## src/rtl/bbc_bus_target_pkg.sv

```systemverilog
// Shared constants for the BBC bus target: register offsets, register bit
// positions, FSM state encoding and a small count-saturation helper.
package bbc_bus_target_pkg;

    localparam logic [1:0] REG_DATA   = 2'd0;
    localparam logic [1:0] REG_STATUS = 2'd1;
    localparam logic [1:0] REG_CTRL   = 2'd2;

    localparam int STAT_L2H_NE_IDX   = 0;
    localparam int STAT_H2L_FULL_IDX = 1;
    localparam int CTRL_IRQEN_IDX    = 0;
    localparam int CTRL_FLUSH_IDX    = 1;

    typedef enum logic [1:0] {
        IDLE   = 2'd0,
        ACTIVE = 2'd1,
        HOLD   = 2'd2
    } bus_state_t;

    // STATUS only has a 3-bit count field; deeper FIFOs report 7.
    function automatic logic [2:0] sat_count3(input logic [4:0] c);
        return (c > 5'd7) ? 3'd7 : c[2:0];
    endfunction

endpackage

```

## src/rtl/sync_byte_fifo.sv

```systemverilog
// Single-clock byte FIFO. Pointers carry one extra wrap bit so full and
// empty are told apart without a separate counter register.
module sync_byte_fifo #(
    parameter int DEPTH = 4
) (
    input  logic                       clk,
    input  logic                       rst,
    input  logic                       push,
    input  logic [7:0]                 push_data,
    input  logic                       pop,
    input  logic                       flush,
    output logic [7:0]                 head,
    output logic [$clog2(DEPTH):0]     count,
    output logic                       full,
    output logic                       empty
);

    localparam int AW = $clog2(DEPTH);

    logic [7:0]  mem [DEPTH];
    logic [AW:0] wr_ptr;
    logic [AW:0] rd_ptr;
    logic        push_ok;
    logic        pop_ok;

    assign empty   = (wr_ptr == rd_ptr);
    assign full    = (wr_ptr[AW] != rd_ptr[AW]) && (wr_ptr[AW-1:0] == rd_ptr[AW-1:0]);
    assign count   = wr_ptr - rd_ptr;
    assign head    = mem[rd_ptr[AW-1:0]];
    // Overflowing pushes and underflowing pops are silently dropped.
    assign push_ok = push && !full;
    assign pop_ok  = pop && !empty;

    // Pointer update; flush wins over any push or pop in the same cycle.
    always_ff @(posedge clk) begin
        if (rst || flush) begin
            wr_ptr <= '0;
            rd_ptr <= '0;
        end else begin
            if (push_ok) wr_ptr <= wr_ptr + 1'b1;
            if (pop_ok)  rd_ptr <= rd_ptr + 1'b1;
        end
    end

    // Storage write; contents need no reset since the pointers gate visibility.
    always_ff @(posedge clk) begin
        if (push_ok && !flush) mem[wr_ptr[AW-1:0]] <= push_data;
    end

endmodule

```

## src/rtl/bbc_bus_target.sv

```systemverilog
// BBC motherboard bus responder: oversamples phi2 on hsclk, serves a 4-byte
// mailbox window and snoops the paged-ROM select register.
//
//   state  | meaning
//   -------+---------------------------------------------------------------
//   IDLE   | waiting for a synchronized phi2 rise
//   ACTIVE | phi2 high; address latched, read data driven and refreshed
//   HOLD   | phi2 low; read data frozen and held for HOLD_CYCLES
//
// irqb is a plain 0/1 register here; the pad wrapper turns a 1 into z.
module bbc_bus_target
    import bbc_bus_target_pkg::*;
#(
    parameter logic [15:0] BASE_ADDR   = 16'hFC40,
    parameter logic [15:0] ROMSEL_ADDR = 16'hFE30,
    parameter int          FIFO_DEPTH  = 4,
    parameter int          SYNC_STAGES = 2,
    parameter int          HOLD_CYCLES = 3
) (
    input  logic        hsclk,
    input  logic        rst,
    input  logic        bbc_ck2_phi2,
    input  logic [15:0] bbc_addr,
    input  logic        bbc_rnw,
    input  logic [7:0]  bbc_data_in,
    output logic [7:0]  bbc_data_out,
    output logic        bbc_data_oe,
    output logic        irqb,
    output logic [3:0]  romsel_q,
    output logic        h2l_valid,
    output logic [7:0]  h2l_data,
    input  logic        h2l_ready,
    input  logic        l2h_valid,
    input  logic [7:0]  l2h_data,
    output logic        l2h_ready
);

    localparam int CW  = $clog2(FIFO_DEPTH) + 1;
    localparam int HCW = (HOLD_CYCLES < 1) ? 1 : $clog2(HOLD_CYCLES + 1);
    localparam logic [HCW-1:0] HOLD_INIT = HCW'(HOLD_CYCLES);

    logic        phi2_sync [SYNC_STAGES];
    logic [15:0] addr_sync [SYNC_STAGES];
    logic        rnw_sync  [SYNC_STAGES];
    logic [7:0]  data_sync [SYNC_STAGES];
    logic        phi2_d;

    logic        phi2_s;
    logic [15:0] addr_s;
    logic        rnw_s;
    logic [7:0]  data_s;
    logic        rise_p;
    logic        fall_p;
    logic        hit_s;
    logic        romsel_s;

    bus_state_t     state;
    logic [1:0]     lat_off;
    logic           lat_rnw;
    logic           lat_hit;
    logic           lat_romsel;
    logic [HCW-1:0] hold_cnt;
    logic           irq_en;

    logic           bus_fall;
    logic           host_wr;
    logic           h2l_push;
    logic           l2h_pop;
    logic           fifo_flush;

    logic [7:0]     l2h_head;
    logic [CW-1:0]  l2h_count;
    logic           l2h_full;
    logic           l2h_empty;
    logic [CW-1:0]  h2l_count_unused;
    logic           h2l_full;
    logic           h2l_empty;

    logic [7:0]     data_val;
    logic [7:0]     status_val;
    logic [7:0]     ctrl_val;

    // Synchronizer chains; all bus inputs share the same depth so they stay
    // aligned with phi2. Left unreset so a reset inside a phi2-high phase
    // does not fabricate a rise edge when it is released.
    always_ff @(posedge hsclk) begin
        phi2_sync[0] <= bbc_ck2_phi2;
        addr_sync[0] <= bbc_addr;
        rnw_sync[0]  <= bbc_rnw;
        data_sync[0] <= bbc_data_in;
        for (int i = 1; i < SYNC_STAGES; i++) begin
            phi2_sync[i] <= phi2_sync[i-1];
            addr_sync[i] <= addr_sync[i-1];
            rnw_sync[i]  <= rnw_sync[i-1];
            data_sync[i] <= data_sync[i-1];
        end
        phi2_d <= phi2_sync[SYNC_STAGES-1];
    end

    assign phi2_s   = phi2_sync[SYNC_STAGES-1];
    assign addr_s   = addr_sync[SYNC_STAGES-1];
    assign rnw_s    = rnw_sync[SYNC_STAGES-1];
    assign data_s   = data_sync[SYNC_STAGES-1];
    assign rise_p   = phi2_s && !phi2_d;
    assign fall_p   = !phi2_s && phi2_d;
    assign hit_s    = (addr_s[15:2] == BASE_ADDR[15:2]);
    assign romsel_s = (addr_s == ROMSEL_ADDR);

    assign bus_fall   = (state == ACTIVE) && fall_p;
    assign host_wr    = bus_fall && !lat_rnw && lat_hit;
    assign h2l_push   = host_wr && (lat_off == REG_DATA);
    assign fifo_flush = host_wr && (lat_off == REG_CTRL) && data_s[CTRL_FLUSH_IDX];
    assign l2h_pop    = bus_fall && lat_rnw && lat_hit && (lat_off == REG_DATA);

    sync_byte_fifo #(.DEPTH(FIFO_DEPTH)) u_h2l (
        .clk       (hsclk),
        .rst       (rst),
        .push      (h2l_push),
        .push_data (data_s),
        .pop       (h2l_ready),
        .flush     (fifo_flush),
        .head      (h2l_data),
        .count     (h2l_count_unused),
        .full      (h2l_full),
        .empty     (h2l_empty)
    );

    sync_byte_fifo #(.DEPTH(FIFO_DEPTH)) u_l2h (
        .clk       (hsclk),
        .rst       (rst),
        .push      (l2h_valid),
        .push_data (l2h_data),
        .pop       (l2h_pop),
        .flush     (fifo_flush),
        .head      (l2h_head),
        .count     (l2h_count),
        .full      (l2h_full),
        .empty     (l2h_empty)
    );

    assign h2l_valid = !h2l_empty;
    assign l2h_ready = !l2h_full;

    // Register read values, recomputed every cycle so STATUS stays live.
    always_comb begin
        data_val   = l2h_empty ? 8'h00 : l2h_head;
        status_val = '0;
        status_val[STAT_L2H_NE_IDX]   = !l2h_empty;
        status_val[STAT_H2L_FULL_IDX] = h2l_full;
        status_val[6:4]               = sat_count3(5'(l2h_count));
        ctrl_val   = '0;
        ctrl_val[CTRL_IRQEN_IDX]      = irq_en;
    end

    function automatic logic [7:0] sel_reg(input logic [1:0] off,
                                           input logic [7:0] d,
                                           input logic [7:0] s,
                                           input logic [7:0] c);
        case (off)
            REG_DATA:   return d;
            REG_STATUS: return s;
            REG_CTRL:   return c;
            default:    return 8'h00;
        endcase
    endfunction

    // Bus cycle FSM: latch on rise, drive/refresh during phi2 high, hold after fall.
    always_ff @(posedge hsclk) begin
        if (rst) begin
            state        <= IDLE;
            bbc_data_oe  <= 1'b0;
            bbc_data_out <= 8'h00;
            lat_off      <= 2'd0;
            lat_rnw      <= 1'b0;
            lat_hit      <= 1'b0;
            lat_romsel   <= 1'b0;
            hold_cnt     <= '0;
        end else begin
            case (state)
                IDLE: begin
                    if (rise_p) begin
                        lat_off      <= addr_s[1:0];
                        lat_rnw      <= rnw_s;
                        lat_hit      <= hit_s;
                        lat_romsel   <= romsel_s;
                        bbc_data_oe  <= rnw_s && hit_s;
                        bbc_data_out <= sel_reg(addr_s[1:0], data_val, status_val, ctrl_val);
                        state        <= ACTIVE;
                    end else begin
                        bbc_data_oe  <= 1'b0;
                    end
                end
                ACTIVE: begin
                    bbc_data_oe <= lat_rnw && lat_hit;
                    if (lat_rnw && lat_hit) begin
                        bbc_data_out <= sel_reg(lat_off, data_val, status_val, ctrl_val);
                    end
                    if (fall_p) begin
                        if (bbc_data_oe) begin
                            hold_cnt <= HOLD_INIT;
                            state    <= HOLD;
                        end else begin
                            bbc_data_oe <= 1'b0;
                            state       <= IDLE;
                        end
                    end
                end
                HOLD: begin
                    if (rise_p) begin
                        // A new bus cycle pre-empts the hold; oe drops for one
                        // cycle and ACTIVE re-asserts it if this is a read hit.
                        lat_off      <= addr_s[1:0];
                        lat_rnw      <= rnw_s;
                        lat_hit      <= hit_s;
                        lat_romsel   <= romsel_s;
                        bbc_data_oe  <= 1'b0;
                        bbc_data_out <= sel_reg(addr_s[1:0], data_val, status_val, ctrl_val);
                        state        <= ACTIVE;
                    end else if (hold_cnt == '0) begin
                        bbc_data_oe <= 1'b0;
                        state       <= IDLE;
                    end else begin
                        hold_cnt <= hold_cnt - 1'b1;
                    end
                end
                default: begin
                    bbc_data_oe <= 1'b0;
                    state       <= IDLE;
                end
            endcase
        end
    end

    // Control register and ROMSEL snoop, committed at the phi2 fall of a write.
    always_ff @(posedge hsclk) begin
        if (rst) begin
            irq_en   <= 1'b0;
            romsel_q <= 4'h0;
        end else begin
            if (host_wr && (lat_off == REG_CTRL)) irq_en <= data_s[CTRL_IRQEN_IDX];
            if (bus_fall && !lat_rnw && lat_romsel) romsel_q <= data_s[3:0];
        end
    end

    // Interrupt output, one cycle behind the FIFO/enable state.
    always_ff @(posedge hsclk) begin
        if (rst) irqb <= 1'b1;
        else     irqb <= !(irq_en && !l2h_empty);
    end

endmodule

```

## config.mk

```make
export PLATFORM = sky130hd
export DESIGN_NAME = bbc_bus_target
export DESIGN_NICKNAME = d
export VERILOG_FILES = /design/src/rtl/bbc_bus_target_pkg.sv /design/src/rtl/sync_byte_fifo.sv /design/src/rtl/bbc_bus_target.sv
export SDC_FILE = /design/constraint.sdc
export NUM_CORES = 1
export LEC_CHECK = 0
export BUFFER_PORTS_ARGS = -buffer_cell sky130_fd_sc_hd__buf_2
export CORE_ASPECT_RATIO = 0.8
export CORE_UTILIZATION = 50
export DETAILED_ROUTE_END_ITERATION = 12
export PLACE_DENSITY = 0.7
export SLEW_MARGIN = 15
export SYNTH_ARGS = -nofsm -noshare
export SYNTH_HDL_FRONTEND = slang
export SYNTH_HIERARCHICAL = 1
export SYNTH_SLANG_ARGS = --single-unit
```

## constraint.sdc

```tcl
create_clock -name hsclk -period 4.63 [get_ports hsclk]
set_clock_uncertainty 0.2 [all_clocks]
set_input_delay 0.463 -clock hsclk [delete_from_list [all_inputs] [get_ports hsclk]]
set_output_delay 0.463 -clock hsclk [all_outputs]
set_load 0.005 [all_outputs]
```

**After elaboration in Yosys (flattened, before gate mapping)**

Memory sizes are Yosys's and may differ from the RTL's. A register that Yosys moved wholly into a read port is not among the register bits.
Index checks and enable logic that the tools add are counted.

- Flip-flop bits (word level): 37
- Latch bits: 0
- Bits in writable memories: 116
- Memory bits (read-only): 0
- Output and inout port bits: 24
- Memories: 6

Memory list:

| memory | depth | bits a word | rd ports | clocked after Yosys merged registers in | write ports | line | source |
|---|---|---|---|---|---|---|---|
| addr_sync | 2 | 16 | 2 | 0 | 2 | bbc_bus_target.sv:43 | `logic [15:0] addr_sync [SYNC_STAGES];` |
| u_h2l.mem | 4 | 8 | 1 | 1 | 1 | sync_byte_fifo.sv:20 | `logic [7:0] mem [DEPTH];` |
| u_l2h.mem | 4 | 8 | 1 | 1 | 1 | sync_byte_fifo.sv:20 |  |
| data_sync | 2 | 8 | 2 | 0 | 2 | bbc_bus_target.sv:45 | `logic [7:0] data_sync [SYNC_STAGES];` |
| phi2_sync | 2 | 1 | 2 | 0 | 2 | bbc_bus_target.sv:42 | `logic phi2_sync [SYNC_STAGES];` |
| rnw_sync | 2 | 1 | 2 | 0 | 2 | bbc_bus_target.sv:44 | `logic rnw_sync [SYNC_STAGES];` |

- $add $sub $neg: 6
- Multipliers: 0
- Divide/modulo/power cells: 0
- $lt $le $gt $ge: 0
- Eq/ne operators: 22
- Shift operators: 0
- Multiplexer cells: 31
- Bitwise gates (word level): 0
- Reduce and logical (&&, ||, !) cells: 44

Operators with widths:

| operator | number |
|---|---|
| 8-bit one-hot mux with 3 select lines | 2 |
| 2-bit 2-to-1 mux | 13 |
| 8-bit 2-to-1 mux | 3 |
| 1-bit logical AND | 23 |
| 16-bit == test (second input constant) | 1 |
| 8-bit one-hot mux with 2 select lines | 1 |
| 14-bit == test (second input constant) | 1 |
| 3-bit by 1-bit adder with 3-bit output (second input constant) | 4 |
| 2-bit != test (second input constant) | 5 |
| 1-bit zero test | 9 |
| 1-bit 2-to-1 mux | 9 |
| 2-bit zero test | 4 |
| 2-bit by 1-bit == test with 1-bit output (second input constant) | 3 |
| 2-bit == test (second input constant) | 3 |
| 3-bit == test | 2 |
| 2-bit one-hot mux with 3 select lines | 1 |
| 3-bit AND reduction | 2 |
| 5-bit AND reduction | 1 |
| 2-bit == test | 2 |
| 2-bit by 1-bit != test with 1-bit output (second input constant) | 2 |
| 2-bit one-hot mux with 2 select lines | 1 |
| 2-bit nonzero test | 2 |
| 3-bit != test (second input constant) | 1 |
| 1-bit one-hot mux with 3 select lines | 1 |
| 6 further kinds | 7 |

**Longest topological paths before layout**

An unclocked memory read counts as a cell.

- Word-level depth: 12
- Gate-level depth with buffers: 8

**Cells and area by module**

Netlist, hierarchy kept.

By module, submodules not included:

| module | times used | cells each | area each (µm²) |
|---|---|---|---|
| bbc_bus_target | 1 | 197 | 2278.4 |
| sync_byte_fifo at u_h2l | 1 | 102 | 1711.6 |
| sync_byte_fifo at u_l2h | 1 | 103 | 1711.6 |

**Worst setup path before layout**

OpenSTA, ideal clock, no wires.

- Kind: reg-to-reg
- Start: reg state[0]
- End: mem u_h2l.mem[2][0] (enable)
- Library setup time: 385 ps
- Arrival: 1996 ps
- Setup slack: 2049 ps
- Cell stages (with the launch flop): 7
- Path buffers: 1
- Cell sequence: dfxtp_1 -> buf_2 -> nor2b_1 -> nand3_1 -> nor2_1 -> o21ai_4 -> nor3b_1

- Elaborated cells between the ends (all ways): 12
- Classes of those cells: 1 x eq/ne; 2 x mux; 9 x reduce/logical

RTL lines:

| what | line | source |
|---|---|---|
| start: declaration | bbc_bus_target.sv:57 | `bus_state_t state;` |
| start signal: assignment | bbc_bus_target.sv:170 | `state <= IDLE;` |
| start signal: assignment | bbc_bus_target.sv:188 | `state <= ACTIVE;` |
| start signal: assignment | bbc_bus_target.sv:201 | `state <= HOLD;` |
| 2-bit by 1-bit == test with 1-bit output | bbc_bus_target.sv:109 | `assign bus_fall = (state == ACTIVE) && fall_p;` |
| 1-bit logical AND | bbc_bus_target.sv:109 |  |
| 1-bit logical AND (2 in a row) | bbc_bus_target.sv:110 | `assign host_wr = bus_fall && !lat_rnw && lat_hit;` |
| 1-bit logical AND | bbc_bus_target.sv:111 | `assign h2l_push = host_wr && (lat_off == REG_DATA);` |
| net h2l_push | bbc_bus_target.sv:67 | `logic h2l_push;` |
| 1-bit logical AND | sync_byte_fifo.sv:31 | `assign push_ok = push && !full;` |
| 1-bit logical AND | sync_byte_fifo.sv:47 | `if (push_ok && !flush) mem[wr_ptr[AW-1:0]] <= push_data;` |
| 1-bit 2-to-1 mux | sync_byte_fifo.sv:47 |  |
| 1-bit 2-to-1 mux (not written as such) | sync_byte_fifo.sv:47 |  |
| end: declaration | sync_byte_fifo.sv:20 |  |

The timed path passes the listed nets, and every way through them passes these cells.

**Final worst setup path**

- Start: reg state[0]
- End: reg u_l2h.rd_ptr[2]

- Word-level cells in the longest chain between the ends: 7
- Elaborated cells between the ends (all ways): 11
- Classes of those cells: 1 x eq/ne; 10 x reduce/logical

Ends and longest elaborated chain:

| what | line | source |
|---|---|---|
| 2-bit by 1-bit == test with 1-bit output | bbc_bus_target.sv:109 |  |
| 1-bit logical AND | bbc_bus_target.sv:109 |  |
| 1-bit logical AND (2 in a row) | bbc_bus_target.sv:110 |  |
| 1-bit logical AND (2 in a row) | bbc_bus_target.sv:112 | `assign fifo_flush = host_wr && (lat_off == REG_CTRL) && data_s[CTRL_FLUSH_IDX];` |
| net fifo_flush | bbc_bus_target.sv:69 | `logic fifo_flush;` |
| 1-bit logical OR | sync_byte_fifo.sv:36 | `if (rst \|\| flush) begin` |
| end signal: assignment | sync_byte_fifo.sv:41 | `if (pop_ok) rd_ptr <= rd_ptr + 1'b1;` |
| end: declaration | sync_byte_fifo.sv:22 | `logic [AW:0] rd_ptr;` |

The timed path passes the listed nets, and every way through them passes these cells.
A chain may end at the register's enable or synchronous reset.

==> results.md <==
* H-tree depth at 4
* FF-to-FF setup slack at 1.68 ns
* Final Non-Filler Cells at 654
* Setup_tns at 0 ns
* RSZ-0062 raised after global routing: no
* Slew margin rel. at 0.372
* RD Place Congestion at 0.766
* Chip Width at approximately 120 um
* Clock root buffer: clkbuf_16
* Achievable Freq at ~0.34 GHz
* Post-Syn Instances at 398
* Gr usage total at 0.193
* Reg2Reg Depth at 6
* Synth warn at 6
* Total clock buffers created by CTS at 17
* Largest net degree at the start of global routing at 30
* Die area at 11800 um2
* CP Capture Type: register
* DR WL/cell at 15.7 um
* Antenna violations before repair at 0
* Clk sink count at 157
* Global-route wire length before repair at 16800 um
* Tightest Pin Transition at 0.939 ns
* Number of global-route vias before repair at 3410
* Peak supply drop at approximately 0.00025 V
* Total Wirelength at approximately 10000 um
* Crit path max fanout at 17
* Vias per inst at 5.21
* Setup violators final at 0
* Core ar. at 10900 um2
* CTS tree: done
* Startpoint Class: register
* Worst-path clk slew at about 0.06 ns
* Fin crit share at 0.637
* Outcome: completed
* Remaining antenna violation count after routing at 0
* Leakage Power at 2.65 nW
* Post-synthesis area per instance at 14.2 um2
* Worst Hold Depth at 1
* Port buffer count at 61
* Core Rows at 34
* Post-placement cell count at 596
* Post-CTS setup buffers at 0
* Max-capacitance violation count at 0
* Die span in y at 97.2 um
* Fin nets at about 550
* Total grt overflow at 0
* Post-Syn Nets at 452
* Initial cell density of the core at 0.518
* Min cycle time layout at 2.95 ns
* Post-CTS sizing at 0
* Share of layout cells above drive strength 1 at 0.255
* Final Max Slew Viols at 0
* Most common cell on crit path: nor2_1
* Via count at 3409
* Slowest stage delay, CP at approximately 0.75 ns
* Longest Clk Path Bufs at 2
* Commonest non-fill, non-tap cell in the layout: dfxtp_1
* DRC viols at 0
* PD cells at 427 nW/um2
* DRT iter0 DRCs at 149
* Antenna Cells at 0
* Crit path cell chain: nor2b_1, nand4_1, nor2_1, nor2_1, o211ai_1, o211ai_2
* Slowest cell on crit path: nor2_1
* Critical path class: register to register
* DP HPWL at 6760 um
* Final Hold Viols at 0
* WP data required at 4.71 ns
* CP arrival at between 3 and 4 ns
* Clock Latency Late Sink at 0.41 ns
* Hold Crit Class: input pin to register
* TritonRoute pass-1 iters at 4
* IO Pins at 62
* Fillcell total at ~760
* Most frequent cells in the layout: dfxtp_1 (93), edfxtp_1 (64), buf_2 (61)
* Mapped Area at 5670 um2
* Area Growth Syn to Fin at 23.6%
-- routing by layer --
metal / up-vias / global-route usage / wire length, um / share of wire
met3: 11 / 0.0505 / 467 / 0.045
li1: 1655 / - / - / -
met5: - / 0 / 0 / 0
met2: 79 / 0.314 / 5190 / 0.50
met4: 0 / 0.0893 / 105 / 0.010
met1: 1664 / 0.239 / 4540 / 0.44
-- state kept, by name (all words and copies together), names as in the netlist, 3 cells and up, named ones only --
| register | count |
|---|---|
| bbc_data_out | 8 |
| u_h2l/rd_ptr | 3 |
| romsel_q | 4 |
| u_h2l/wr_ptr | 3 |
| data_sync | 16 |
| u_h2l/mem | 32 |
| u_l2h/wr_ptr | 3 |
| u_l2h/rd_ptr | 3 |
| addr_sync | 32 |
| u_l2h/mem | 32 |
-- metrics by stage --
stage / instance area [um2] / total power, mW / hold WS, ns / worst slack [ns] / util
after floorplan: 5670 / 1.59 / 0.110 / 2.05 / -
after global placement: 6130 / 1.63 / 0.110 / 1.71 / 0.561
after detailed placement: 6130 / 1.64 / 0.112 / 1.55 / 0.561
after CTS: 6980 / 3.01 / 0.0433 / 1.55 / 0.639
after global routing: 7000 / 3.09 / 0.0504 / 1.40 / 0.641
final: 7000 / 2.99 / 0.0580 / 1.68 / 0.641
-- worst paths after layout --
path | endpoint | startpoint
hold / removal | u_l2h/mem[2][1] | l2h_data[1]
setup / recovery | u_l2h/rd_ptr[2] | state[0]
setup reg to reg | u_l2h/rd_ptr[2] | state[0]
hold reg to reg | data_sync[0][15] | data_sync[0][7]
-- final cells by class --
| type | count | area [um2] | share of cell area |
|---|---|---|---|
| inverter | 24 | 90.1 | 0.0129 |
| timing repair buffer | 91 | 596 | 0.0850 |
| clock inverter | 14 | 160 | 0.0229 |
| multi-input combinational | 206 | 1760 | 0.252 |
| tap | 144 | 180 | 0.0257 |
| clock buffer | 18 | 429 | 0.0613 |
| sequential | 157 | 3780 | 0.540 |
-- where the power goes --
group	internal, mW	switching, mW
Sequential	1.48	0.0252
Clock	0.805	0.558
Combinational	0.0571	0.0601
-- worst max-delay path: cells and delay by family (launching register included) --
kind            cells  cell delay [ns]
compound gates      2             0.31
simple gates        4             1.62
flops               1             0.68
-- repair_timing --
| item | in CTS | in global routing |
|---|---|---|
| hold buffers | 26 | 0 |
| endpoints found under the hold margin | 26 | 0 |
| setup endpoints to repair | 0 | 0 |
(Power assumes the default switching activity.)
